--- config.mk ---
export PLATFORM = sky130hd
export DESIGN_NAME = rtc_bcd_timekeeper
export DESIGN_NICKNAME = d
export VERILOG_FILES = /design/src/rtl/rtc_bcd_timekeeper.sv
export SDC_FILE = /design/constraint.sdc
export NUM_CORES = 1
export LEC_CHECK = 0
export CORE_MARGIN = 8
export CORE_UTILIZATION = 45
export DETAILED_ROUTE_END_ITERATION = 16
export HOLD_SLACK_MARGIN = 0.03
export PLACE_DENSITY = 0.86
export SETUP_SLACK_MARGIN = 0.05
export SYNTH_ARGS = -nofsm -noshare
export SYNTH_HDL_FRONTEND = slang
export SYNTH_SLANG_ARGS = --single-unit
--- constraint.sdc ---
create_clock -name clk -period 3.5 [get_ports clk]
set_input_delay 0.525 -clock clk [delete_from_list [all_inputs] [get_ports clk]]
set_output_delay 0.525 -clock clk [all_outputs]
set_load 0.03 [all_outputs]
--- src/rtl/rtc_bcd_timekeeper.sv ---
// BCD time-of-day counter (24-hour HH:MM:SS) advanced by a prescaled tick strobe.
// Provides a validated software time-set path, day-wrap pulse and one-shot alarm compare.
module rtc_bcd_timekeeper #(
  parameter int          TICKS_PER_SEC = 1,
  parameter logic [23:0] RESET_TIME    = 24'h000000
) (
  input  logic        clk,
  input  logic        reset,
  input  logic        tick_in,
  input  logic        set_en,
  input  logic [23:0] set_time,
  input  logic        alarm_en,
  input  logic [23:0] alarm_time,
  output logic [23:0] time_bcd,
  output logic        day_wrap,
  output logic        alarm_pulse,
  output logic        set_err
);

  localparam int              PS_W    = (TICKS_PER_SEC > 1) ? $clog2(TICKS_PER_SEC) : 1;
  localparam logic [PS_W-1:0] PS_LAST = PS_W'(TICKS_PER_SEC - 1);
  localparam logic [23:0]     DAY_END = 24'h235959;

  // A time is valid when every digit is decimal and within its field range.
  function automatic logic bcd_time_valid(input logic [23:0] t);
    logic ok;
    ok = (t[23:20] <= 4'd2) && (t[19:16] <= 4'd9) && (t[23:16] <= 8'h23) &&
         (t[15:12] <= 4'd5) && (t[11:8]  <= 4'd9) &&
         (t[7:4]   <= 4'd5) && (t[3:0]   <= 4'd9);
    return ok;
  endfunction

  // One-second increment with full carry ripple; 23:59:59 rolls to 00:00:00.
  function automatic logic [23:0] bcd_advance(input logic [23:0] t);
    logic [3:0] ht, hu, mt, mu, st, su;
    {ht, hu, mt, mu, st, su} = t;
    if (su != 4'd9) begin
      su = su + 4'd1;
    end else begin
      su = 4'd0;
      if (st != 4'd5) begin
        st = st + 4'd1;
      end else begin
        st = 4'd0;
        if (mu != 4'd9) begin
          mu = mu + 4'd1;
        end else begin
          mu = 4'd0;
          if (mt != 4'd5) begin
            mt = mt + 4'd1;
          end else begin
            mt = 4'd0;
            if ({ht, hu} == 8'h23) begin
              ht = 4'd0;
              hu = 4'd0;
            end else if (hu == 4'd9) begin
              hu = 4'd0;
              ht = ht + 4'd1;
            end else begin
              hu = hu + 4'd1;
            end
          end
        end
      end
    end
    return {ht, hu, mt, mu, st, su};
  endfunction

  logic [23:0]     time_q, time_d, time_adv;
  logic [PS_W-1:0] presc_q, presc_d;
  logic            wrap_d, alarm_d;
  logic            set_valid, set_ok, alarm_valid;

  assign set_valid   = bcd_time_valid(set_time);
  assign alarm_valid = bcd_time_valid(alarm_time);
  assign set_ok      = set_en && set_valid;
  assign time_adv    = bcd_advance(time_q);

  // NOTE: every combinational output gets a default first so no path can infer a latch.
  always_comb begin
    time_d  = time_q;
    presc_d = presc_q;
    wrap_d  = 1'b0;
    alarm_d = 1'b0;
    if (set_ok) begin
      // A valid set swallows any coincident tick entirely.
      time_d  = set_time;
      presc_d = '0;
    end else if (tick_in) begin
      if (presc_q == PS_LAST) begin
        presc_d = '0;
        time_d  = time_adv;
        wrap_d  = (time_q == DAY_END);
        alarm_d = alarm_en && alarm_valid && (time_adv == alarm_time);
      end else begin
        presc_d = presc_q + 1'b1;
      end
    end
  end

  // NOTE: sequential state uses non-blocking assignments so all registers update together.
  always_ff @(posedge clk or posedge reset) begin
    if (reset) begin
      time_q      <= RESET_TIME;
      presc_q     <= '0;
      day_wrap    <= 1'b0;
      alarm_pulse <= 1'b0;
      set_err     <= 1'b0;
    end else begin
      time_q      <= time_d;
      presc_q     <= presc_d;
      day_wrap    <= wrap_d;
      alarm_pulse <= alarm_d;
      set_err     <= set_en && !set_valid;
    end
  end

  assign time_bcd = time_q;

endmodule

==> impl_results.md, run 1 <==
- Status: finished, final reports clean
- Share of layout cells above drive strength 1: 0.0636
- Final Hold Viols: 0
- Synthesized area: 0.00268 sq mm
- Achievable Freq: 0.350 GHz
- Max_slew headroom: 0.261
- Worst hold margin: 0.664 ns
- All-Layer GR Usage: 0.189
- Critical Path Sink Type: flop
- Pins over their slew limit: 0
- Syn Inst Count: 344
- DR vias: 2846
- Port bufs: 79
- # setup viols final: 0
- Setup Skew: 0.0200 ns
- Setup TNS: 0 ns
- Most common cell after layout, fill and taps aside: clkdlybuf4s50_1
- DRC viols: 0
- Crit path max-delay family: simple AND/OR/NAND/NOR gates
- Cts bufs inserted: 3
- Placed instance count: 480
- Max Root-Sink Buffers: 2
- CP required: 3.70 ns
- Synth unique cells: 60
- CORE AREA: 0.00585 sq mm
- Worst Path Buf+Inv: 0
- Drt initial violations: 210
- N_diodes: 0
- Worst Hold Class: flop to flop
- DP Area: 0.00346 sq mm
- First-pass GRT wire length: 13400 um
- YS warnings: 0
- Final Non-Filler Cells: 484
- 1st-pass router iterations: 4
- Reg power frac: 0.366
- Ys flop type: dfrtp_1
- Gr ovfl total: 0
- Root buf cell: clkbuf_8
- Max stage delay cell, worst path: dfrtp_1
- Sw frac: 0.459
- Initial core utilization: 0.458
- Avg Cell Area, Syn: 7.79 sq um
- Crit Path Class: flop to flop
- Post-synth EDFFs: 0
- Syn_nets: 405
- Crit-path max FO: 11
- Die Ht: 93.2 um
- Setup crit start kind: flop
- Measured slew at the worst slew-check pin: 1.11 ns
- Power Internal: 817 uW
- Antenna violations before repair: 0
- Total net switching power: 692 uW
- HPWL after DPL: 6810 um
- Max-Cap Viols: 0
- Setup slack, reg-to-reg: 0.65 ns
- Area growth syn-to-layout: 31.1%
- Leak: 0.00133 uW
- Post-CTS Setup Bufs: 0
- Clk pwr share: 0.125
- DIE AREA: 0.00868 sq mm
- Setup WS post-layout: 0.647 ns
- Placer Congestion: 0.882
- Fin crit period: 2.85 ns
- Hold-fix buffers, CTS: 0
- Worst vdd ir: 0.000292 V
- Post-synthesis sequential area ratio: 0.252
- Fin area: 0.00351 sq mm
- Critical Path Max Stage Delay: 0.52 ns
- Largest net degree at the start of global routing: 28
- Synthesis-stage register bit count: 27
- Clk_lat worst skew: 0.29 ns
- Most frequent cells in the layout: clkdlybuf4s50_1, o21ai_0, nand2_1
- Detailed Route WL: 8560 um
- Synth async-reset ratio: 1.00
- Nets: 471
- Post-cts repair resize count: 0
- CP Cell Sequence: ha_1 > and3b_1 > nand3_1 > o21ai_0 > xor2_1 > o211ai_1 > or4_1 > nor4_2
- CTS tree: yes
- Die X: 93.2 um
- CTS H-tree lvls: 1
- Vias in the first global route: 2724
- Power per cell area: 429 mW/mm^2
- Post-route ant nets: 0
- Placement Setup Slack: 0.668 ns
- Worst endpoint data arrival time: 3.05 ns
- Clk sinks: 27
- IO Pins: 80
- Drt wl/cell: 17.7 um
- Rows: 28
- Via density: 5.88
- Final period util: 0.815
- Unrepaired setup endpoints after global routing: false
- Reg clk slew, reported paths: 0.11 ns
- Combinational group share of total power: 0.509
-- cells by family (layout without fill, tap and decap cells) --
family / Yosys count / after routing / share of synthesized area
AND/OR/NAND/NOR: 142 / 142 / 0.287
AO/OA/AOI/OAI: 96 / 96 / 0.221
buffers and inverters: 31 / 96 / 0.0612
flip-flops: 27 / 27 / 0.252
XOR/XNOR: 24 / 24 / 0.0784
multiplexers: 16 / 16 / 0.0626
adder cells (fa/ha/maj): 8 / 8 / 0.0373
-- final timing paths --
path                         startpoint            to  cells past startpoint
max in group asynchronous         reset   time_bcd[0]                      2
min in group asynchronous         reset  time_bcd[16]                      2
setup reg to reg            time_bcd[8]   alarm_pulse                      8
setup / recovery            time_bcd[8]   alarm_pulse                      8
hold / removal             time_bcd[15]  time_bcd[15]                      2
hold reg to reg            time_bcd[15]  time_bcd[15]                      2
-- cell usage after synthesis, types with 3 or more instances --
cell type	instances	area, sq um
o21ai_0	38	190
nand2_1	37	139
dfrtp_1	27	676
nor2_1	23	86.3
a21oi_1	22	110
nor3_1	15	75.1
nand3_1	14	70.1
clkbuf_1	12	45.0
xnor2_1	12	105
xor2_1	12	105
mux2i_1	10	100
inv_1	9	33.8
ha_1	8	100
nand4_1	8	50.1
mux2_2	6	67.6
o211ai_1	6	45.0
a211oi_1	5	37.5
buf_6	5	56.3
nand2b_1	5	31.3
nor2b_1	5	31.3
a22oi_1	4	30.0
and3_1	4	25.0
nor4_1	3	18.8
or2_2	3	18.8
or3_1	3	18.8
-- state kept, by name, indices dropped and copies added (netlist names) --
name         count
set_err          1
time_bcd        24
alarm_pulse      1
day_wrap         1
-- worst reg2reg max path, delay by kind of cell, from the launching register on --
family | cells | cell delay [ns]
AND/OR/NAND/NOR | 4 | 1.36
flip-flops | 1 | 0.52
AO/OA/AOI/OAI | 2 | 0.49
adder cells (fa/ha/maj) | 1 | 0.23
XOR/XNOR | 1 | 0.18
-- final cells by class --
type | count | area [sq um]
fill | 520 | 2340
multi-input combinational | 286 | 1840
timing repair buffer | 83 | 821
sequential | 27 | 676
tap | 75 | 93.8
clock buffer | 3 | 41.3
inverter | 9 | 33.8
clock inverter | 1 | 7.51
-- through the flow --
step / total power [uW] / util
after detailed placement: 1320 / 0.592
final: 1510 / 0.601
after global routing: 1590 / 0.601
after global placement: 1300 / 0.592
after floorplan: 1030 / -
after CTS: 1500 / 0.601
-- routing by layer --
layer / global-route usage / routed length (um) / up-vias
met5: 0 / 0 / -
met4: 0.0550 / 163 / 0
met3: 0.0369 / 595 / 14
met2: 0.303 / 4000 / 125
met1: 0.251 / 3800 / 1321
li1: - / - / 1386
-- power groups by stage --
stage | logic [uW] | clock network, uW | registers (uW)
2_1_floorplan | 451 | 0 | 579
3_3_place_gp | 752 | 0 | 548
3_5_place_dp | 764 | 0 | 552
4_1_cts | 769 | 190 | 545
5_1_grt | 822 | 203 | 568
6_report | 768 | 188 | 552
Power figures use the tool's default switching activity.
==> inputs of run 2 (changes only) <==
--- a/config.mk
+++ b/config.mk
@@ -6,10 +6,10 @@
 export NUM_CORES = 1
 export LEC_CHECK = 0
 export CORE_MARGIN = 8
-export CORE_UTILIZATION = 45
+export CORE_UTILIZATION = 44
 export DETAILED_ROUTE_END_ITERATION = 16
 export HOLD_SLACK_MARGIN = 0.03
-export PLACE_DENSITY = 0.86
+export PLACE_DENSITY = 0.87
 export SETUP_SLACK_MARGIN = 0.05
 export SYNTH_ARGS = -nofsm -noshare
 export SYNTH_HDL_FRONTEND = slang
==> constraint.sdc (replaced) <==
create_clock -name clk -period 2.44 [get_ports clk]
set_input_delay 0.366 -clock clk [delete_from_list [all_inputs] [get_ports clk]]
set_output_delay 0.366 -clock clk [all_outputs]
set_load 0.03 [all_outputs]
==> run 2 against run 1 <==
Non-clock buffer count up 44. Worst hold slack lost 0.22 ns. First-iteration DRC count up 57%. Via count is 8.6% higher. Maximum frequency rose by 21%. Core utilization increased by 6.2 points. Clock power up 47%. Die area up 1.9%. Power up 61%. Critical endpoint unchanged.
==> impl_results.md, run 2 (synthesis results as in run 1) <==
- Post-route ant nets: 0
- N_diodes: 0
- Crit Path Class: flop to flop
- Setup slack, reg-to-reg: 0.09 ns
- CP required: 2.64 ns
- Max reg flops: 24
- Initial core utilization: 0.453
- RR Endpoint: alarm_pulse
- Critical Path Sink Type: flop
- CTS tree: yes
- Crit-path max FO: 4
- # setup viols final: 0
- Most frequent cells in the layout: clkdlybuf4s50_1, buf_4, nand2_1, o21ai_0, nor2_1
- DR vias: 3090
- Share of layout cells above drive strength 1: 0.190
- Drt wl/cell: 17.8 um
- Pwr Total: 2420 uW
- Detailed Route WL: 9420 um
- Leak: 0.00155 uW
- Rows: 28
- CORE AREA: 0.00592 sq mm
- Worst hold margin: 0.442 ns
- Port bufs: 79
- Die Ht: 94.0 um
- IO Pins: 80
- Antenna violations before repair: 0
- Setup TNS: 0 ns
- Worst Hold Class: input port to async pin
- Setup crit start kind: flop
- Via density: 5.85
- 1st-pass router iterations: 5
- Util after Layout: 0.663
- Final period util: 0.963
- DRC viols: 0
- Placed instance count: 518
- Clk sinks: 27
- CTS H-tree lvls: 1
- Power per cell area: 618 mW/mm^2
- Cts bufs inserted: 3
- Setup Skew: 0.00823 ns
- DIE AREA: 0.00884 sq mm
- All-Layer GR Usage: 0.199
- Gr ovfl total: 0
- Hold-fix buffers, CTS: 0
- Vias in the first global route: 2925
- Pins over their slew limit: 0
- First-pass GRT wire length: 14200 um
- Worst r2r path cells: 9
- Root buf cell: clkbuf_8
- Unrepaired setup endpoints after global routing: true
- Nets: 515
- HPWL after DPL: 7130 um
- Worst endpoint data arrival time: 2.55 ns
- Clk_lat worst skew: 0.28 ns
- Placer Congestion: 0.986
- Final Non-Filler Cells: 528
- Max_slew headroom: 0.751
- Most common cell after layout, fill and taps aside: clkdlybuf4s50_1
- Die X: 94.0 um
- Drt initial violations: 329
- Achievable Freq: 0.426 GHz
- Area growth syn-to-layout: 46.4%
- Fin crit period: 2.35 ns
- Measured slew at the worst slew-check pin: 0.374 ns
- Max-Cap Viols: 0
- Final Hold Viols: 0
- Fillers: 495
- Worst vdd ir: 0.000387 V
- Reg clk slew, reported paths: 0.11 ns
- Max Root-Sink Buffers: 2
- Status: finished, final reports clean
- Reg2reg start: time_bcd[9]
- Largest net degree at the start of global routing: 28
## run 2: worst max-delay path, stage by stage, from the launching register on
cell      delay [ns]
dfrtp_2         0.43
inv_1           0.09
ha_1            0.18
and3b_2         0.23
and4_4          0.27
mux2i_2         0.25
xor2_1          0.17
o211ai_1        0.10
or4_1           0.42
nor4_2          0.14
## run 2: area by class of cell
type | count | area (sq um) | share of cell area
Sequential cell | 27 | 682 | 0.174
Clock inverter | 1 | 5.00 | 0.00128
Inverter | 9 | 33.8 | 0.00861
Multi-Input combinational cell | 286 | 1900 | 0.485
Timing Repair Buffer | 127 | 1160 | 0.297
Tap cell | 75 | 93.8 | 0.0239
Clock buffer | 3 | 41.3 | 0.0105
## run 2: power breakdown
part / internal (uW) / leakage (uW) / switching, uW
sequential: 541 / 0.000342 / 109
clock: 115 / 0.0000255 / 162
combinational: 687 / 0.00118 / 810
total: 1340 / 0.00155 / 1080
## run 2: per-layer routing
| layer | global-route usage | vias to the layer above | share of wire |
|---|---|---|---|
| met5 | 0 | - | 0 |
| met4 | 0.0449 | 0 | 0.021 |
| met3 | 0.0384 | 24 | 0.077 |
| met2 | 0.330 | 173 | 0.47 |
| met1 | 0.258 | 1419 | 0.43 |
| li1 | - | 1474 | - |
## run 2: how the worst max path moves through the flow
stage	start	to	depth (start not counted)
5_1_grt	time_bcd[17]	alarm_pulse	9
6_report	time_bcd[9]	alarm_pulse	9
2_1_floorplan	time_bcd[13]	alarm_pulse	12
3_5_place_dp	time_bcd[9]	alarm_pulse	9
4_1_cts	time_bcd[2]	alarm_pulse	8
3_3_place_gp	time_bcd[2]	alarm_pulse	8
## run 2: timing repair
item	CTS	global route
buffers inserted	2	4
pin swaps	1	0
setup endpoints to repair	1	2
resized for setup	2	11
## run 2: per-stage QoR
step                      worst slack, ns  cell area (sq um)
after floorplan                   -0.0345               2690
after global placement              0.116               3770
after detailed placement           0.0517               3770
after CTS                          0.0539               3840
after global routing              -0.0902               3920
final                              0.0900               3920
==> inputs of run 3 (changes only) <==
--- a/config.mk
+++ b/config.mk
@@ -6,10 +6,10 @@
 export NUM_CORES = 1
 export LEC_CHECK = 0
 export CORE_MARGIN = 8
-export CORE_UTILIZATION = 44
+export CORE_UTILIZATION = 45
 export DETAILED_ROUTE_END_ITERATION = 16
 export HOLD_SLACK_MARGIN = 0.03
-export PLACE_DENSITY = 0.87
+export PLACE_DENSITY = 0.86
 export SETUP_SLACK_MARGIN = 0.05
 export SYNTH_ARGS = -nofsm -noshare
 export SYNTH_HDL_FRONTEND = slang
==> constraint.sdc (replaced) <==
create_clock -name clk -period 2.2 [get_ports clk]
set_input_delay 0.33 -clock clk [delete_from_list [all_inputs] [get_ports clk]]
set_output_delay 0.33 -clock clk [all_outputs]
set_load 0.01 [all_outputs]
==> run 3 against run 2 <==
The run now ends with setup timing left. Maximum frequency decreased by 1.8%. Flip-flop and latch count unchanged. Final area up 11%. Power grew 9.8%. Critical endpoint unchanged. Largest cell class unchanged. Largest power group unchanged. Highest routed layer unchanged.
==> impl_results.md, run 3 (synthesis results as in run 1) <==
- Drt wl/cell: 17.9 um
- Area growth syn-to-layout: 61.8%
- Critical Path Max Stage Delay: 0.42 ns
- CP required: 2.39 ns
- Setup TNS: -0.211 ns
- CP Cell Sequence: nand4bb_1 > nor3_1 > buf_4 > nand4_1 > mux2i_2 > xor2_1 > nand4_1 > nor4_2
- Status: finished with violations
- All-Layer GR Usage: 0.219
- Rows: 28
- Achievable Freq: 0.418 GHz
- Antenna violations before repair: 0
- Cts bufs inserted: 3
- DIE AREA: 0.00868 sq mm
- 1st-pass router iterations: 5
- DRC viols: 0
- Vias in the first global route: 3211
- HPWL after DPL: 7730 um
- Detailed Route WL: 10200 um
- Fin area: 0.00434 sq mm
- Most common cell after layout, fill and taps aside: buf_4
- Worst vdd ir: 0.000436 V
- Gr ovfl total: 0
- Die X: 93.2 um
- Post-route ant nets: 0
- Drt initial violations: 337
- Crit path max-delay family: simple AND/OR/NAND/NOR gates
- Worst path most repeated cell: nand4_1
- Nets: 561
- Failing checks: setup timing
- Max stage delay cell, worst path: dfrtp_1
- Worst endpoint data arrival time: 2.59 ns
- Worst hold margin: 0.414 ns
- Largest net degree at the start of global routing: 28
- Critical Path Sink Type: flop
- Final period util: 1.09
- Reg clk slew, reported paths: 0.10 ns
- Max reg flops: 24
- Most frequent cells in the layout: buf_4, clkdlybuf4s50_1, nand2_1, o21ai_0, dfrtp_1
- Share of layout cells above drive strength 1: 0.277
- Die Ht: 93.2 um
- Measured slew at the worst slew-check pin: 0.425 ns
- CTS H-tree lvls: 1
- DR vias: 3343
- Crit-path max FO: 5
- Via density: 5.82
- # setup viols final: 2
- Fin crit period: 2.39 ns
- Pins over their slew limit: 0
- Clk sinks: 27
- First-pass GRT wire length: 15500 um
- Worst Hold Class: input port to async pin
- Crit Path Class: flop to flop
- N_diodes: 0
- Max Root-Sink Buffers: 2
- Setup crit start kind: flop
- Worst Path Buf+Inv: 1
- Max-Cap Viols: 0
- Hold-fix buffers, CTS: 0
- CTS tree: yes
- Root buf cell: clkbuf_8
- Clk_lat worst skew: 0.28 ns
- IO Pins: 80
- CORE AREA: 0.00585 sq mm
- Setup Skew: 0.00315 ns
- Unrepaired setup endpoints after global routing: true
- Max_slew headroom: 0.716
- Setup slack, reg-to-reg: -0.19 ns
- Setup WS post-layout: -0.192 ns
- Final Hold Viols: 0
- Util after Layout: 0.741
- Power per cell area: 614 mW/mm^2
- DP Area: 0.00417 sq mm
- Leak: 0.00179 uW
- Port bufs: 79
- Initial core utilization: 0.458
- Placer Congestion: 0.960
## run 3: cell count changes in the layout (fill, tap and decap cells not counted), moves of 2 or more
cell     change
and4_4       +2
buf_12       +2
buf_4       +44
dfrtp_1      +2
dfrtp_2      -2
nor2_1       -2
## run 3: final timing paths
kind	from	cells past startpoint	end
worst max-delay path	time_bcd[1]	8	alarm_pulse
worst min-delay path	reset	3	day_wrap
worst max register to register	time_bcd[1]	8	alarm_pulse
worst min register to register	time_bcd[9]	3	time_bcd[9]
max in group asynchronous	reset	3	time_bcd[8]
min in group clk	set_time[12]	3	time_bcd[12]
## run 3: where the power goes
part           internal (uW)  total (uW)  leakage (uW)  switching [uW]
clock                    130         304     0.0000228             174
sequential               599         712      0.000344             114
combinational            846        1640       0.00142             799
## run 3: area by class of cell
| cell class | instances | area, sq um |
|---|---|---|
| Clock buffer | 4 | 45.0 |
| Fill cell | 422 | 1510 |
| Inverter | 9 | 33.8 |
| Multi-Input combinational cell | 286 | 1950 |
| Sequential cell | 27 | 679 |
| Tap cell | 75 | 93.8 |
| Timing Repair Buffer | 173 | 1530 |
## run 3: what timing repair did
item	4_1_cts	5_1_grt
gates resized for setup	8	15
setup endpoints to repair	4	6
buffers inserted	1	3
pin swaps	3	1
endpoints found under the hold margin	0	0
## run 3: layer usage
layer / global-route usage / share of wire
met3: 0.0353 / 0.074
met2: 0.369 / 0.49
met5: 0 / 0
met1: 0.278 / 0.41
met4: 0.0685 / 0.027
## run 3: tightest hold or removal path: cells and delay by family
kind,cells,cell delay [ns]
buffers and inverters,3,0.79
## run 3: stage by stage
step	setup slack (ns)	instances	total power (uW)
6_report	-0.192	574	2660
5_1_grt	-0.268	574	2800
4_1_cts	-0.0824	571	2600
3_5_place_dp	-0.130	566	2260
3_3_place_gp	-0.0620	566	2210
2_1_floorplan	-0.193	344	1500
